==> config.mk <==
export PLATFORM = sky130hd
export DESIGN_NAME = mem_arbiter
export DESIGN_NICKNAME = d
export VERILOG_FILES = /design/src/rtl/mem_arbiter.sv
export SDC_FILE = /design/constraint.sdc
export NUM_CORES = 1
export LEC_CHECK = 0
export BUFFER_PORTS_ARGS = -buffer_cell sky130_fd_sc_hd__buf_2
export CORE_AREA = 2 2 128 130
export CTS_CLUSTER_DIAMETER = 80
export CTS_CLUSTER_SIZE = 25
export DETAILED_ROUTE_END_ITERATION = 10
export DIE_AREA = 0 0 130 132
export PLACE_DENSITY = 0.68
export SLEW_MARGIN = 15
export SYNTH_ARGS = -nofsm -noshare
export SYNTH_HDL_FRONTEND = slang
export SYNTH_SLANG_ARGS = --single-unit
==> constraint.sdc <==
create_clock -name clk -period 2.3 [get_ports clk]
set_input_delay 0.46 -clock clk [delete_from_list [all_inputs] [get_ports clk]]
set_output_delay 0.46 -clock clk [all_outputs]
set_load 0.005 [all_outputs]
==> src/rtl/mem_arbiter.sv <==
// mem_arbiter
//   Shares one single-ported, fixed-latency memory between the instruction
//   fetch port (if_*) and the data load/store port (d_*) of the pipeline.
//   Data requests win over fetch requests. A store completes in its issue
//   cycle. A read completes LAT cycles after its issue cycle, with mem_rdata
//   passed straight through to the port in that completion cycle.
//
// Parameters
//   LAT        memory read latency in cycles, from mem_en to valid mem_rdata (1..15)
//
// Ports
//   clk        clock, rising edge
//   rst        asynchronous reset, active-low
//   if_req     fetch read request, held until if_ready
//   if_addr    fetch address, stable while if_req
//   if_rdata   fetch read data (last delivered value outside completion)
//   if_ready   one-cycle pulse, fetch complete
//   d_req      data request, held until d_ready
//   d_we       1 = store, 0 = load
//   d_addr     data address
//   d_wdata    store data
//   d_rdata    load data (last delivered value outside completion)
//   d_ready    one-cycle pulse, data transaction complete
//   mem_en     memory access strobe, one cycle per transaction
//   mem_we     memory write enable
//   mem_addr   memory address
//   mem_wdata  memory write data
//   mem_rdata  memory read data, valid LAT cycles after mem_en
//   perf_if_wait / perf_d_wait  wait-cycle counters
//
// Build option
//   MEM_ARB_PERF_CNT_EN  when defined, perf_if_wait/perf_d_wait count the
//   cycles each port spends waiting (saturating). Otherwise both read 0.
//
// States
//   state   | meaning
//   IDLE    | memory free, arbitrating each cycle
//   ISSUE_I | mem_en cycle of a fetch
//   ISSUE_D | mem_en cycle of a load or store (store completes here)
//   WAIT_I  | fetch read in flight; completes when if_ready is high
//   WAIT_D  | load read in flight; completes when d_ready is high

module mem_arbiter #(
  parameter int unsigned LAT = 2
) (
  input  logic        clk,
  input  logic        rst,
  input  logic        if_req,
  input  logic [31:0] if_addr,
  output logic [31:0] if_rdata,
  output logic        if_ready,
  input  logic        d_req,
  input  logic        d_we,
  input  logic [31:0] d_addr,
  input  logic [31:0] d_wdata,
  output logic [31:0] d_rdata,
  output logic        d_ready,
  output logic        mem_en,
  output logic        mem_we,
  output logic [31:0] mem_addr,
  output logic [31:0] mem_wdata,
  input  logic [31:0] mem_rdata,
  output logic [31:0] perf_if_wait,
  output logic [31:0] perf_d_wait
);

  typedef enum logic [2:0] {
    IDLE,
    ISSUE_I,
    ISSUE_D,
    WAIT_I,
    WAIT_D
  } state_t;

  // Down-counter reload: cycles remaining after the issue cycle before the
  // ready flag is raised for the completion cycle.
  localparam logic [3:0] LAT_M1 = 4'(LAT - 1);

  state_t      state;
  logic [3:0]  lat_cnt;
  logic [31:0] if_hold;
  logic [31:0] d_hold;

  logic done_i;
  logic done_rd_d;
  logic done_st_d;
  logic arbitrate;
  logic grant_d;
  logic grant_i;

  // Completion cycles. The ready flags are registered one cycle ahead, so a
  // read completes in the WAIT cycle where its ready is already high. A store
  // completes in its own issue cycle, recognised by the registered mem_we.
  always_comb begin
    done_i    = (state == WAIT_I) && if_ready;
    done_rd_d = (state == WAIT_D) && d_ready;
    done_st_d = (state == ISSUE_D) && mem_we;
    arbitrate = (state == IDLE) || done_i || done_rd_d || done_st_d;
    // The completing port still holds its req this cycle; exclude it.
    grant_d   = arbitrate && d_req && !(done_rd_d || done_st_d);
    grant_i   = arbitrate && !grant_d && if_req && !done_i;
  end

  always_ff @(posedge clk or negedge rst) begin
    if (!rst) begin
      state     <= IDLE;
      lat_cnt   <= '0;
      mem_en    <= 1'b0;
      mem_we    <= 1'b0;
      mem_addr  <= '0;
      mem_wdata <= '0;
      if_ready  <= 1'b0;
      d_ready   <= 1'b0;
      if_hold   <= '0;
      d_hold    <= '0;
    end else begin
      mem_en    <= 1'b0;
      mem_we    <= 1'b0;
      mem_addr  <= '0;
      mem_wdata <= '0;
      if_ready  <= 1'b0;
      d_ready   <= 1'b0;

      if (done_i) begin
        if_hold <= mem_rdata;
      end
      if (done_rd_d) begin
        d_hold <= mem_rdata;
      end

      case (state)
        ISSUE_I: begin
          state   <= WAIT_I;
          lat_cnt <= LAT_M1;
          if (LAT_M1 == 4'd0) begin
            if_ready <= 1'b1;
          end
        end
        ISSUE_D: begin
          if (!mem_we) begin
            state   <= WAIT_D;
            lat_cnt <= LAT_M1;
            if (LAT_M1 == 4'd0) begin
              d_ready <= 1'b1;
            end
          end
        end
        WAIT_I: begin
          if (!if_ready) begin
            lat_cnt <= lat_cnt - 4'd1;
            if (lat_cnt == 4'd1) begin
              if_ready <= 1'b1;
            end
          end
        end
        WAIT_D: begin
          if (!d_ready) begin
            lat_cnt <= lat_cnt - 4'd1;
            if (lat_cnt == 4'd1) begin
              d_ready <= 1'b1;
            end
          end
        end
        default: begin
        end
      endcase

      // Arbitration overrides the per-state progression in completion cycles.
      if (arbitrate) begin
        if (grant_d) begin
          state     <= ISSUE_D;
          mem_en    <= 1'b1;
          mem_we    <= d_we;
          mem_addr  <= d_addr;
          mem_wdata <= d_we ? d_wdata : 32'h0;
          d_ready   <= d_we;
        end else if (grant_i) begin
          state    <= ISSUE_I;
          mem_en   <= 1'b1;
          mem_addr <= if_addr;
        end else begin
          state <= IDLE;
        end
      end
    end
  end

  assign if_rdata = done_i ? mem_rdata : if_hold;
  assign d_rdata  = done_rd_d ? mem_rdata : d_hold;

`ifdef MEM_ARB_PERF_CNT_EN
  logic [31:0] perf_if_cnt;
  logic [31:0] perf_d_cnt;

  always_ff @(posedge clk or negedge rst) begin
    if (!rst) begin
      perf_if_cnt <= '0;
      perf_d_cnt  <= '0;
    end else begin
      if (if_req && !if_ready && (perf_if_cnt != 32'hFFFF_FFFF)) begin
        perf_if_cnt <= perf_if_cnt + 32'd1;
      end
      if (d_req && !d_ready && (perf_d_cnt != 32'hFFFF_FFFF)) begin
        perf_d_cnt <= perf_d_cnt + 32'd1;
      end
    end
  end

  assign perf_if_wait = perf_if_cnt;
  assign perf_d_wait  = perf_d_cnt;
`else
  assign perf_if_wait = 32'h0;
  assign perf_d_wait  = 32'h0;
`endif

endmodule

### Yosys cells after proc, flatten, opt, wreduce, memory -nomap -nowiden

Index checks and enable logic that the tools add are counted.

* flip-flop bits (word level): 139
* bits in latches: 0
* memory bits (writable): 0
* memory bits (read-only): 0
* bits of input ports: 133
* memories: 0

* $add $sub $neg: 1
* multipliers: 0
* div/mod/pow operators: 0
* order comparisons: 0
* equality and inequality tests: 9
* shift-type cells: 0
* multiplexer cells: 29
* bitwise logic cells: 0
* reduce and logical (&&, ||, !) cells: 20

Operator list (count)
* $mux 32: 8
* $pmux 4 s4: 1
* $mux 1: 13
* $mux 4: 3
* $logic_and 1x1->1: 8
* $eq 3x2->1 const B: 2
* $mux 3: 2
* $ne 2x2->1 const B: 3
* $pmux 3 s2: 1
* $eq 4x1->1 const B: 1
* $logic_or 1x1->1: 4
* $reduce_and 4->1: 1
* $reduce_bool 4->1: 1
* $sub 4x1->4 const B: 1
* $eq 3x1->1 const B: 1
* $eq 3x3->1 const B: 1
* $logic_not 1->1: 3
* $logic_not 3->1: 1
* $ne 3x3->1 const B: 1
* $reduce_bool 3->1: 1
* $mux 2: 1
* $reduce_and 2->1: 1

### Longest topological paths before layout

Gate-level depths: netlist of run 1.

* depth after elaboration: 14
* gate-level depth with buffers: 8

### Worst setup path before layout of run 1

OpenSTA, ideal clock, no wires.

* kind: reg2out
* start point: register state[0]
* end point: output d_rdata[10]
* data arrival time: 1.452 ns
* setup slack: 0.388 ns
* stages on the path, launching flop included: 6
* path buffers: 3
* cells stage by stage: dfrtp_1 -> buf_6 -> nor4bb_4 -> buf_6 -> buf_2 -> mux2_2

* word-level cells in the longest chain between the ends: 3

RTL lines
* from (decl): RTL line 79 `state_t state;`
* from (signal assigned): RTL line 106 `state <= IDLE;`
* from (signal assigned): RTL line 133 `state <= WAIT_I;`
* from (signal assigned): RTL line 141 `state <= WAIT_D;`
* $eq 3x3->1: RTL line 96 `done_rd_d = (state == WAIT_D) && d_ready;`
* $logic_and 1x1->1: RTL line 96
* $mux 32
* to (decl): RTL line 56 `output logic [31:0] d_rdata,`

No other way between the ends.

### Worst setup path after layout of run 1

* start point: register state[1]
* end point: output d_rdata[8]

The elaborated chain is that of the path after synthesis.

==> reports/qor.yml, run 1 <==
tns_ns: -4.03
rsz0062_at_grt: "true"
max_freq_mhz: 408
ant_nets: 0
ys.flop_type: "dfrtp_1"
finClkSkew_ns: 0.00757
start_kind: "flip-flop"
multi_input_area_mm2: 0.00201
synth_area_leaders: "dfrtp_1, buf_4, nand2_1"
fill_cells: 1288
cts_sinks: 139
cts_max_level: 4
violations: "setup timing"
post-place-ws_ns: 0.250
post_drt_wl_per_cell_um: 17.2
dieWidth_um: 130
r2r_slack_ns: 0.21
fin_util: 0.553
cts_tree: "built"
synth.distinct_cells: 43
cp.required_ns: 1.84
async_reset_ff_frac: 1.00
pin_count: 329
synth-seq-area-share: 0.607
grt_max_degree: 56
holdPathStages: 2
peakVddDrop_mv: 0.543
power.leakage_nw: 4.81
fin_nets: 935
min-delay-start: "if_addr[5]"
holdPathEnd: "mem_addr[5]$_DFF_PN0_"
hold_class: "in -> reg"
final_area_mm2: 0.00869
grt_pass1_wl_um: 21800
antennaDiodeCount: 0
cts-root-buf: "clkbuf_16"
wl_um: 17700
grt_overflow: 0
register_area_mm2: 0.00348
clock_latency_ns: 0.41
clockBufferDepth: 2
final_hold_viol_count: 0
grt_use_met1: 0.187
syn2layout_area_growth_pct: 51.7
drive_above_1_share: 0.526
hpwl_um: 10400
synthesis.area_mm2: 0.00573
maxSlewViolCount: 0
drc: 0
use_met2: 0.273
die_area_mm2: 0.0172
synthCells: 479
yosysWarnings: 0
timing.final.crit_share: 1.07
dr.pass1.iters: 4
layout_commonest_cell: "buf_2"
antenna_found_initial: 1
power_density_mw_per_mm2: 984
synth-seq-cells: 139
cp-startpoint: "state[1]$_DFFE_PN0P_"
outcome: "finished with violations"
r2r-start: "state[0]$_DFFE_PN0P_"
worstPathMaxFanout: 8
cp-end-kind: "output pin"
grtUsageMet3: 0.0722
drt_iter0_markers: 318
setup_viol: 37
gp_congestion: 0.780
maxCapViolCount: 0
cts.clk_slew.worst_paths_ns: 0.06
dr_total_vias: 4714
synth_top_area_frac: 0.607
period_needed_ns: 2.45
rows: 46
groute.usage.overall: 0.164
numPortBuffers: 264
fin_ws_ns: -0.152
viasPerCell: 4.58
cp.arrival_ns: 1.99
die_h_um: 132
cts_buffers: 17
core-area_mm2: 0.0157
reg2regPathDepth: 7
synth_edf_count: 0
yosysTopAreaCell: "dfrtp_1"
grt_pass1_vias: 4227
top_usage_layer: "met2"
most-common-layout-cells: "buf_2, dfrtp_1, nand2_1, conb_1, buf_4"
r2r_end: "mem_wdata[28]$_DFF_PN0_"
avgSynthCellArea_um2: 12.0
initial_utilization: 0.364
path_class: "reg -> out"
placedInstanceArea_mm2: 0.00705
==> how the worst max path moves through the flow <==
stage | end | depth (start not counted)
detailed placement | d_rdata[26] | 4
finish | d_rdata[8] | 5
floorplan | d_rdata[10] | 5
CTS | d_rdata[26] | 4
global placement | d_rdata[21] | 4
global route | d_rdata[8] | 5
==> report_power, final <==
| group | internal (mW) | switching (mW) | total, mW |
|---|---|---|---|
| clock | 1.76 | 1.03 | 2.79 |
| combinational | 1.57 | 1.10 | 2.67 |
| sequential | 2.89 | 0.192 | 3.08 |
| total | 6.22 | 2.32 | 8.55 |
==> critical path, cell delays in order, from the launching register on <==
cell and delay (ns):
dfrtp_1 0.41, nor4bb_4 0.31, buf_6 0.21, clkbuf_16 0.20, mux2_4 0.33, buf_6 0.12
==> cell usage after synthesis, drive strengths merged (3+ instances only) <==
| cell type | count |
|---|---|
| inv | 6 |
| dfrtp | 139 |
| clkbuf | 9 |
| nor2 | 4 |
| mux2 | 32 |
| and3 | 34 |
| a22o | 31 |
| buf | 83 |
| a21oi | 4 |
| nand2 | 99 |
| o21ai | 3 |
==> flip-flops by register name, indices dropped and copies added (netlist names) <==
signal	flops
state	3
if_hold	32
if_ready	1
d_ready	1
mem_wdata	32
lat_cnt	4
mem_we	1
d_hold	32
mem_en	1
mem_addr	32
==> cell type report <==
class | instances | share of cell area
flip-flops and latches | 139 | 0.400
repair buffers | 331 | 0.263
multi-input cells | 305 | 0.232
clock buffers | 21 | 0.0530
well taps | 216 | 0.0311
clock inverters | 11 | 0.0166
inverters | 6 | 0.00403
==> routing by layer <==
metal / routed length, um / part of all wire / vias to the layer above
met5: 7 / 0.00040 / -
met4: 439 / 0.025 / 2
met3: 1750 / 0.099 / 39
met2: 9100 / 0.51 / 262
met1: 6400 / 0.36 / 2289
li1: - / - / 2122
==> metrics by stage <==
stage / instances / power, mW / hold WS [ns]
floorplan: 542 / 4.07 / 0.164
global placement: 940 / 4.70 / 0.422
detailed placement: 940 / 4.74 / 0.416
CTS: 975 / 7.55 / 0.241
global route: 1029 / 8.96 / 0.241
finish: 1029 / 8.55 / 0.265
==> cell families (layout without fill, tap and decap cells) <==
| logic type | Yosys count | after routing | synth area share |
|---|---|---|---|
| AND/OR/NAND/NOR | 156 | 156 | 0.135 |
| flip-flops | 139 | 139 | 0.607 |
| buffers and inverters | 98 | 369 | 0.117 |
| AO/OA/AOI/OAI | 51 | 51 | 0.0728 |
| multiplexers | 32 | 32 | 0.0629 |
| adder cells (fa/ha/maj) | 2 | 2 | 0.00437 |
| other | 1 | 64 | 0.000655 |
==> what timing repair did <==
item / 4_1_cts / 5_1_grt
resized for setup: 3 / 113
buffers inserted: 2 / 46
hold endpoints to repair: 42 / 0
hold buffers: 1 / 0
setup endpoints to repair: 63 / 63
cloned: 0 / 8
pin swaps: 1 / 18
Note: power is estimated with default switching activity, not from simulation.
==> run 2: changes to the inputs <==
--- a/config.mk
+++ b/config.mk
@@ -12,6 +12,8 @@
 export DETAILED_ROUTE_END_ITERATION = 10
 export DIE_AREA = 0 0 130 132
 export PLACE_DENSITY = 0.68
+export SKIP_CTS_REPAIR_TIMING = 1
+export SKIP_LAST_GASP = 1
 export SLEW_MARGIN = 15
 export SYNTH_ARGS = -nofsm -noshare
 export SYNTH_HDL_FRONTEND = slang
==> run 2 against run 1 <==
Compared with the run above: the flow still finishes with violations (setup timing); non-clock buffer count is 7 higher; sequential share of layout area is 1.8 points lower; wire length up 2.7%; first-iteration DRC count fell by 25%; critical path depth did not move; power increased by 2.0%; hold slack got worse by 0.0041 ns; clock power about the same; die area stayed put; core utilization rose by 2.6 points; largest power group unchanged.
==> reports/qor.yml, run 2 (synthesized netlist as in run 1, its figures left out) <==
cts-root-buf: "clkbuf_16"  # unchanged
cp-end-kind: "output pin"  # unchanged
worstPathMaxFanout: 8  # unchanged
grt_overflow: 0  # unchanged
gp_congestion: 0.780  # unchanged
die_h_um: 132  # unchanged
hold_class: "in -> reg"  # unchanged
cp-startpoint: "state[2]$_DFFE_PN0P_"  # was state[1]$_DFFE_PN0P_
pin_count: 329  # unchanged
start_kind: "flip-flop"  # unchanged
dieWidth_um: 130  # unchanged
reg2regPathDepth: 8  # was 7
cts_buffers: 17  # unchanged
grt_max_degree: 56  # unchanged
r2r_slack_ns: 0.07  # was 0.21 ns
die_area_mm2: 0.0172  # unchanged
most-common-layout-cells: "buf_2, dfrtp_1, conb_1, buf_4, buf_6"  # was buf_2, dfrtp_1, nand2_1, conb_1, buf_4
violations: "setup timing"  # unchanged
r2r_end: "mem_wdata[28]$_DFF_PN0_"  # unchanged
max_freq_mhz: 402  # was 408 MHz
hold_ws_ns: 0.261  # was 0.265 ns
holdPathStages: 2  # unchanged
finClkSkew_ns: 0.00669  # was 0.00757 ns
numPortBuffers: 264  # unchanged
hpwl_um: 10400  # unchanged
min-delay-start: "if_addr[5]"  # unchanged
fin_ws_ns: -0.189  # was -0.152 ns
post_drt_wl_per_cell_um: 17.5  # was 17.2 um
syn2layout_area_growth_pct: 58.9  # was 51.7%
outcome: "finished with violations"  # unchanged
cp_cell_sequence: "nor4bb_4 -> buf_6 -> buf_12 -> mux2_2 -> buf_2"  # was nor4bb_4 -> buf_6 -> clkbuf_16 -> mux2_4 -> buf_6
groute.usage.overall: 0.163  # was 0.164
dr_total_vias: 4710  # was 4714
clockBufferDepth: 2  # unchanged
rows: 46  # unchanged
cts_sinks: 139  # unchanged
ant_nets: 0  # unchanged
grt_pass1_wl_um: 21800  # about the same
critPathTopFamily: "buffers and inverters"  # unchanged
setup_viol: 63  # was 37
finalPower_mw: 8.72  # was 8.55 mW
initial_utilization: 0.364  # unchanged
power_density_mw_per_mm2: 958  # was 984 mW/mm^2
grt_pass1_vias: 4211  # was 4227
antennaDiodeCount: 0  # unchanged
cts_max_level: 4  # unchanged
timing.final.crit_share: 1.08  # was 1.07
cp_num_buf_inv: 3  # unchanged
drc: 0  # unchanged
antenna_found_initial: 1  # unchanged
cts.clk_slew.worst_paths_ns: 0.06  # about the same
cp.required_ns: 1.84  # about the same
period_needed_ns: 2.49  # was 2.45 ns
cp.arrival_ns: 2.03  # was 1.99 ns
core-area_mm2: 0.0157  # unchanged
dr.pass1.iters: 4  # unchanged
cts_tree: "built"  # unchanged
cp_slowest_stage_delay_ns: 0.41  # about the same
placedInstanceArea_mm2: 0.00705  # unchanged
maxSlewViolCount: 0  # unchanged
wl_um: 18200  # was 17700 um
drt_iter0_markers: 237  # was 318
cp_slowest_cell: "dfrtp_1"  # unchanged
final_area_mm2: 0.00910  # was 0.00869 mm^2
power.leakage_nw: 5.12  # was 4.81 nW
r2r-start: "state[0]$_DFFE_PN0P_"  # unchanged
rsz0062_at_grt: "true"  # unchanged
fin_nets: 942  # was 935
final_hold_viol_count: 0  # unchanged
viasPerCell: 4.55  # was 4.58
maxCapViolCount: 0  # unchanged
layout_commonest_cell: "buf_2"  # unchanged
peakVddDrop_mv: 0.543  # about the same
drive_above_1_share: 0.574  # was 0.526
path_class: "reg -> out"  # unchanged
clock_latency_ns: 0.41  # about the same
holdPathEnd: "mem_addr[5]$_DFF_PN0_"  # unchanged
==> run 2: cell types whose count changed in the layout (fill, tap and decap cells not counted), moves of 4 or more <==
| cell | delta |
|---|---|
| nand2_4 | +41 |
| buf_6 | +6 |
| buf_4 | +4 |
| nand2_1 | -37 |
| nand2_2 | -4 |
| buf_2 | -6 |
==> run 2: metal layers <==
layer	share of wire	wire length (um)	vias to the layer above	GRT usage
li1	-	-	2138	-
met1	0.37	6750	2302	0.186
met2	0.51	9320	237	0.272
met3	0.091	1650	31	0.0722
met4	0.025	450	2	0.0544
met5	0.00039	7	-	0
==> run 2: stage by stage <==
step	cells	setup TNS, ns	setup WS (ns)	util
2_1_floorplan	542	0	0.388	-
3_3_place_gp	940	0	0.256	0.449
3_5_place_dp	940	0	0.250	0.449
4_1_cts	972	-9.36	-0.200	0.487
5_1_grt	1036	-12.66	-0.240	0.579
6_report	1036	-6.69	-0.189	0.579
==> run 2: worst max-delay path by stage <==
stage | endpoint | slack [ns] | depth (start not counted)
final | d_rdata[18] | -0.19 | 5
after global routing | d_rdata[18] | -0.24 | 5
after global placement | d_rdata[21] | 0.26 | 4
after floorplan | d_rdata[10] | 0.39 | 5
after CTS | d_rdata[26] | -0.20 | 4
after detailed placement | d_rdata[26] | 0.25 | 4
==> run 2: report_power, final <==
group | total, mW | internal, mW | switching [mW]
clock network | 2.80 | 1.76 | 1.04
registers | 3.11 | 2.89 | 0.215
logic | 2.82 | 1.65 | 1.16
==> run 2: layout make-up <==
| type | instances | area, um^2 |
|---|---|---|
| clock inverter | 11 | 144 |
| tap | 216 | 270 |
| clock buffer | 21 | 460 |
| fill | 1245 | 6610 |
| inverter | 6 | 35.0 |
| sequential | 139 | 3480 |
| timing repair buffer | 338 | 2410 |
| multi-input combinational | 305 | 2300 |
==> run 3: changes to the inputs <==
--- a/config.mk
+++ b/config.mk
@@ -11,7 +11,9 @@
 export CTS_CLUSTER_SIZE = 25
 export DETAILED_ROUTE_END_ITERATION = 10
 export DIE_AREA = 0 0 130 132
+export HOLD_SLACK_MARGIN = 0.08
 export PLACE_DENSITY = 0.68
+export RECOVER_POWER = 100
 export SKIP_CTS_REPAIR_TIMING = 1
 export SKIP_LAST_GASP = 1
 export SLEW_MARGIN = 15
==> run 3 against run 2 <==
Compared with the run above: the run still ends with setup timing left; highest routed layer unchanged; clock skew is essentially flat; final cell count is the same; core utilization shrank 0.58 points; largest cell class unchanged.
==> reports/qor.yml, run 3 (synthesized netlist as in run 1, its figures left out) <==
outcome: "finished with violations"  # unchanged
violations: "setup timing"  # unchanged
cp.arrival_ns: 2.02  # was 2.03 ns
finClkSkew_ns: 0.00696  # was 0.00669 ns
setup_viol: 63  # unchanged
relSlewSlack: 0.233
final_cells: 1036  # unchanged
grt_overflow: 0  # unchanged
drive_above_1_share: 0.512  # was 0.574
cts_max_level: 4  # unchanged
drc: 0  # unchanged
power.leakage_nw: 4.88  # was 5.12 nW
cts_sinks: 139  # unchanged
pin_count: 329  # unchanged
final_hold_viol_count: 0  # unchanged
hold_class: "in -> reg"  # unchanged
rsz0062_at_grt: "true"  # unchanged
most-common-layout-cells: "buf_2, dfrtp_1, conb_1, clkbuf_1, buf_4"  # was buf_2, dfrtp_1, conb_1, buf_4, buf_6
cp-startpoint: "state[2]$_DFFE_PN0P_"  # unchanged
cts_tree: "built"  # unchanged
peakVddDrop_mv: 0.541  # was 0.543 mV
cp.required_ns: 1.84  # about the same
gp_congestion: 0.780  # unchanged
r2r-start: "state[0]$_DFFE_PN0P_"  # unchanged
fill_cells: 1279  # was 1245
dieWidth_um: 130  # unchanged
fin_nets: 942  # unchanged
initial_utilization: 0.364  # unchanged
worstPathMaxFanout: 8  # unchanged
die_area_mm2: 0.0172  # unchanged
dr_total_vias: 4727  # was 4710
grt_use_met1: 0.186  # unchanged
grt_max_degree: 56  # unchanged
timing.final.crit_share: 1.08  # about the same
syn2layout_area_growth_pct: 57.4  # was 58.9%
grt_pass1_wl_um: 21800  # unchanged
path_class: "reg -> out"  # unchanged
numPortBuffers: 264  # unchanged
start_kind: "flip-flop"  # unchanged
viasPerCell: 4.56  # was 4.55
clockBufferDepth: 2  # unchanged
rows: 46  # unchanged
grtUsageMet3: 0.0722  # unchanged
max_freq_mhz: 403  # was 402 MHz
cts_buffers: 17  # unchanged
min-delay-start: "if_addr[5]"  # unchanged
wl_um: 18200  # about the same
layout_commonest_cell: "buf_2"  # unchanged
drt_iter0_markers: 238  # was 237
core-area_mm2: 0.0157  # unchanged
worst_pin_slew_ns: 1.15
maxCapViolCount: 0  # unchanged
power_density_mw_per_mm2: 966  # was 958 mW/mm^2
die_h_um: 132  # unchanged
antenna_found_initial: 1  # unchanged
ant_nets: 0  # unchanged
top_usage_layer: "met2"  # unchanged
cts.clk_slew.worst_paths_ns: 0.06  # about the same
period_needed_ns: 2.48  # was 2.49 ns
groute.usage.overall: 0.163  # unchanged
r2r_slack_ns: 0.06  # was 0.07 ns
dr.pass1.iters: 4  # unchanged
dp.cells: 940  # unchanged
grt_pass1_vias: 4211  # unchanged
fin_ws_ns: -0.182  # was -0.189 ns
finalPower_mw: 8.71  # was 8.72 mW
antennaDiodeCount: 0  # unchanged
cp-end-kind: "output pin"  # unchanged
clock_latency_ns: 0.41  # about the same
cts-root-buf: "clkbuf_16"  # unchanged
maxSlewViolCount: 0  # unchanged
use_met2: 0.272  # unchanged
post_drt_wl_per_cell_um: 17.6  # was 17.5 um
hpwl_um: 10400  # unchanged
[run 3: cell types whose count changed in the layout (fill, tap and decap cells not counted)]
cell,previous run,this run
buf_2,219,168
buf_12,10,8
clkbuf_1,2,53
clkbuf_2,0,1
buf_4,52,53
[run 3: cell type report]
type	instances	area (um^2)	share of cell area
sequential	139	3480	0.386
timing repair buffer	338	2320	0.258
multi-input combinational	305	2300	0.255
clock buffer	21	460	0.0511
tap	216	270	0.0300
clock inverter	11	144	0.0160
inverter	6	35.0	0.00389
[run 3: stage by stage]
stage / hold slack, ns / cell area (um^2) / util / TNS (ns) / setup WS, ns
global placement: 0.422 / 7050 / 0.449 / 0 / 0.256
CTS: -0.0321 / 7660 / 0.487 / -9.36 / -0.200
finish: 0.260 / 9010 / 0.573 / -6.67 / -0.182
detailed placement: 0.416 / 7050 / 0.449 / 0 / 0.250
global route: 0.239 / 9010 / 0.573 / -13.33 / -0.240
floorplan: 0.164 / 5960 / - / 0 / 0.388
[run 3: path summary, 6_finish.rpt]
kind / to / cells past startpoint
worst max-delay path: d_rdata[17] / 5
worst min-delay path: mem_addr[5]$_DFF_PN0_ / 2
worst max register to register: mem_wdata[28]$_DFF_PN0_ / 8
min in group asynchronous: d_hold[14]$_DFF_PN0_ / 2
worst min register to register: if_hold[25]$_DFF_PN0_ / 2
max in group asynchronous: mem_wdata[4]$_DFF_PN0_ / 3
[run 3: per-layer routing]
layer  vias to the layer above  wire length, um
met5                         -                7
met4                         2              451
met3                        31             1650
met2                       242             9300
met1                      2315             6790
li1                       2137                -
[run 3: power by group]
| part | internal [mW] | switching (mW) |
|---|---|---|
| combinational | 1.64 | 1.16 |
| sequential | 2.89 | 0.217 |
| clock | 1.76 | 1.04 |
| total | 6.29 | 2.41 |
[run 3: worst max-delay path: stages, from the launching register on]
cell and delay [ns]:
dfrtp_1 0.41, nor4bb_4 0.33, buf_6 0.22, clkbuf_16 0.20, mux2_4 0.33, buf_6 0.12
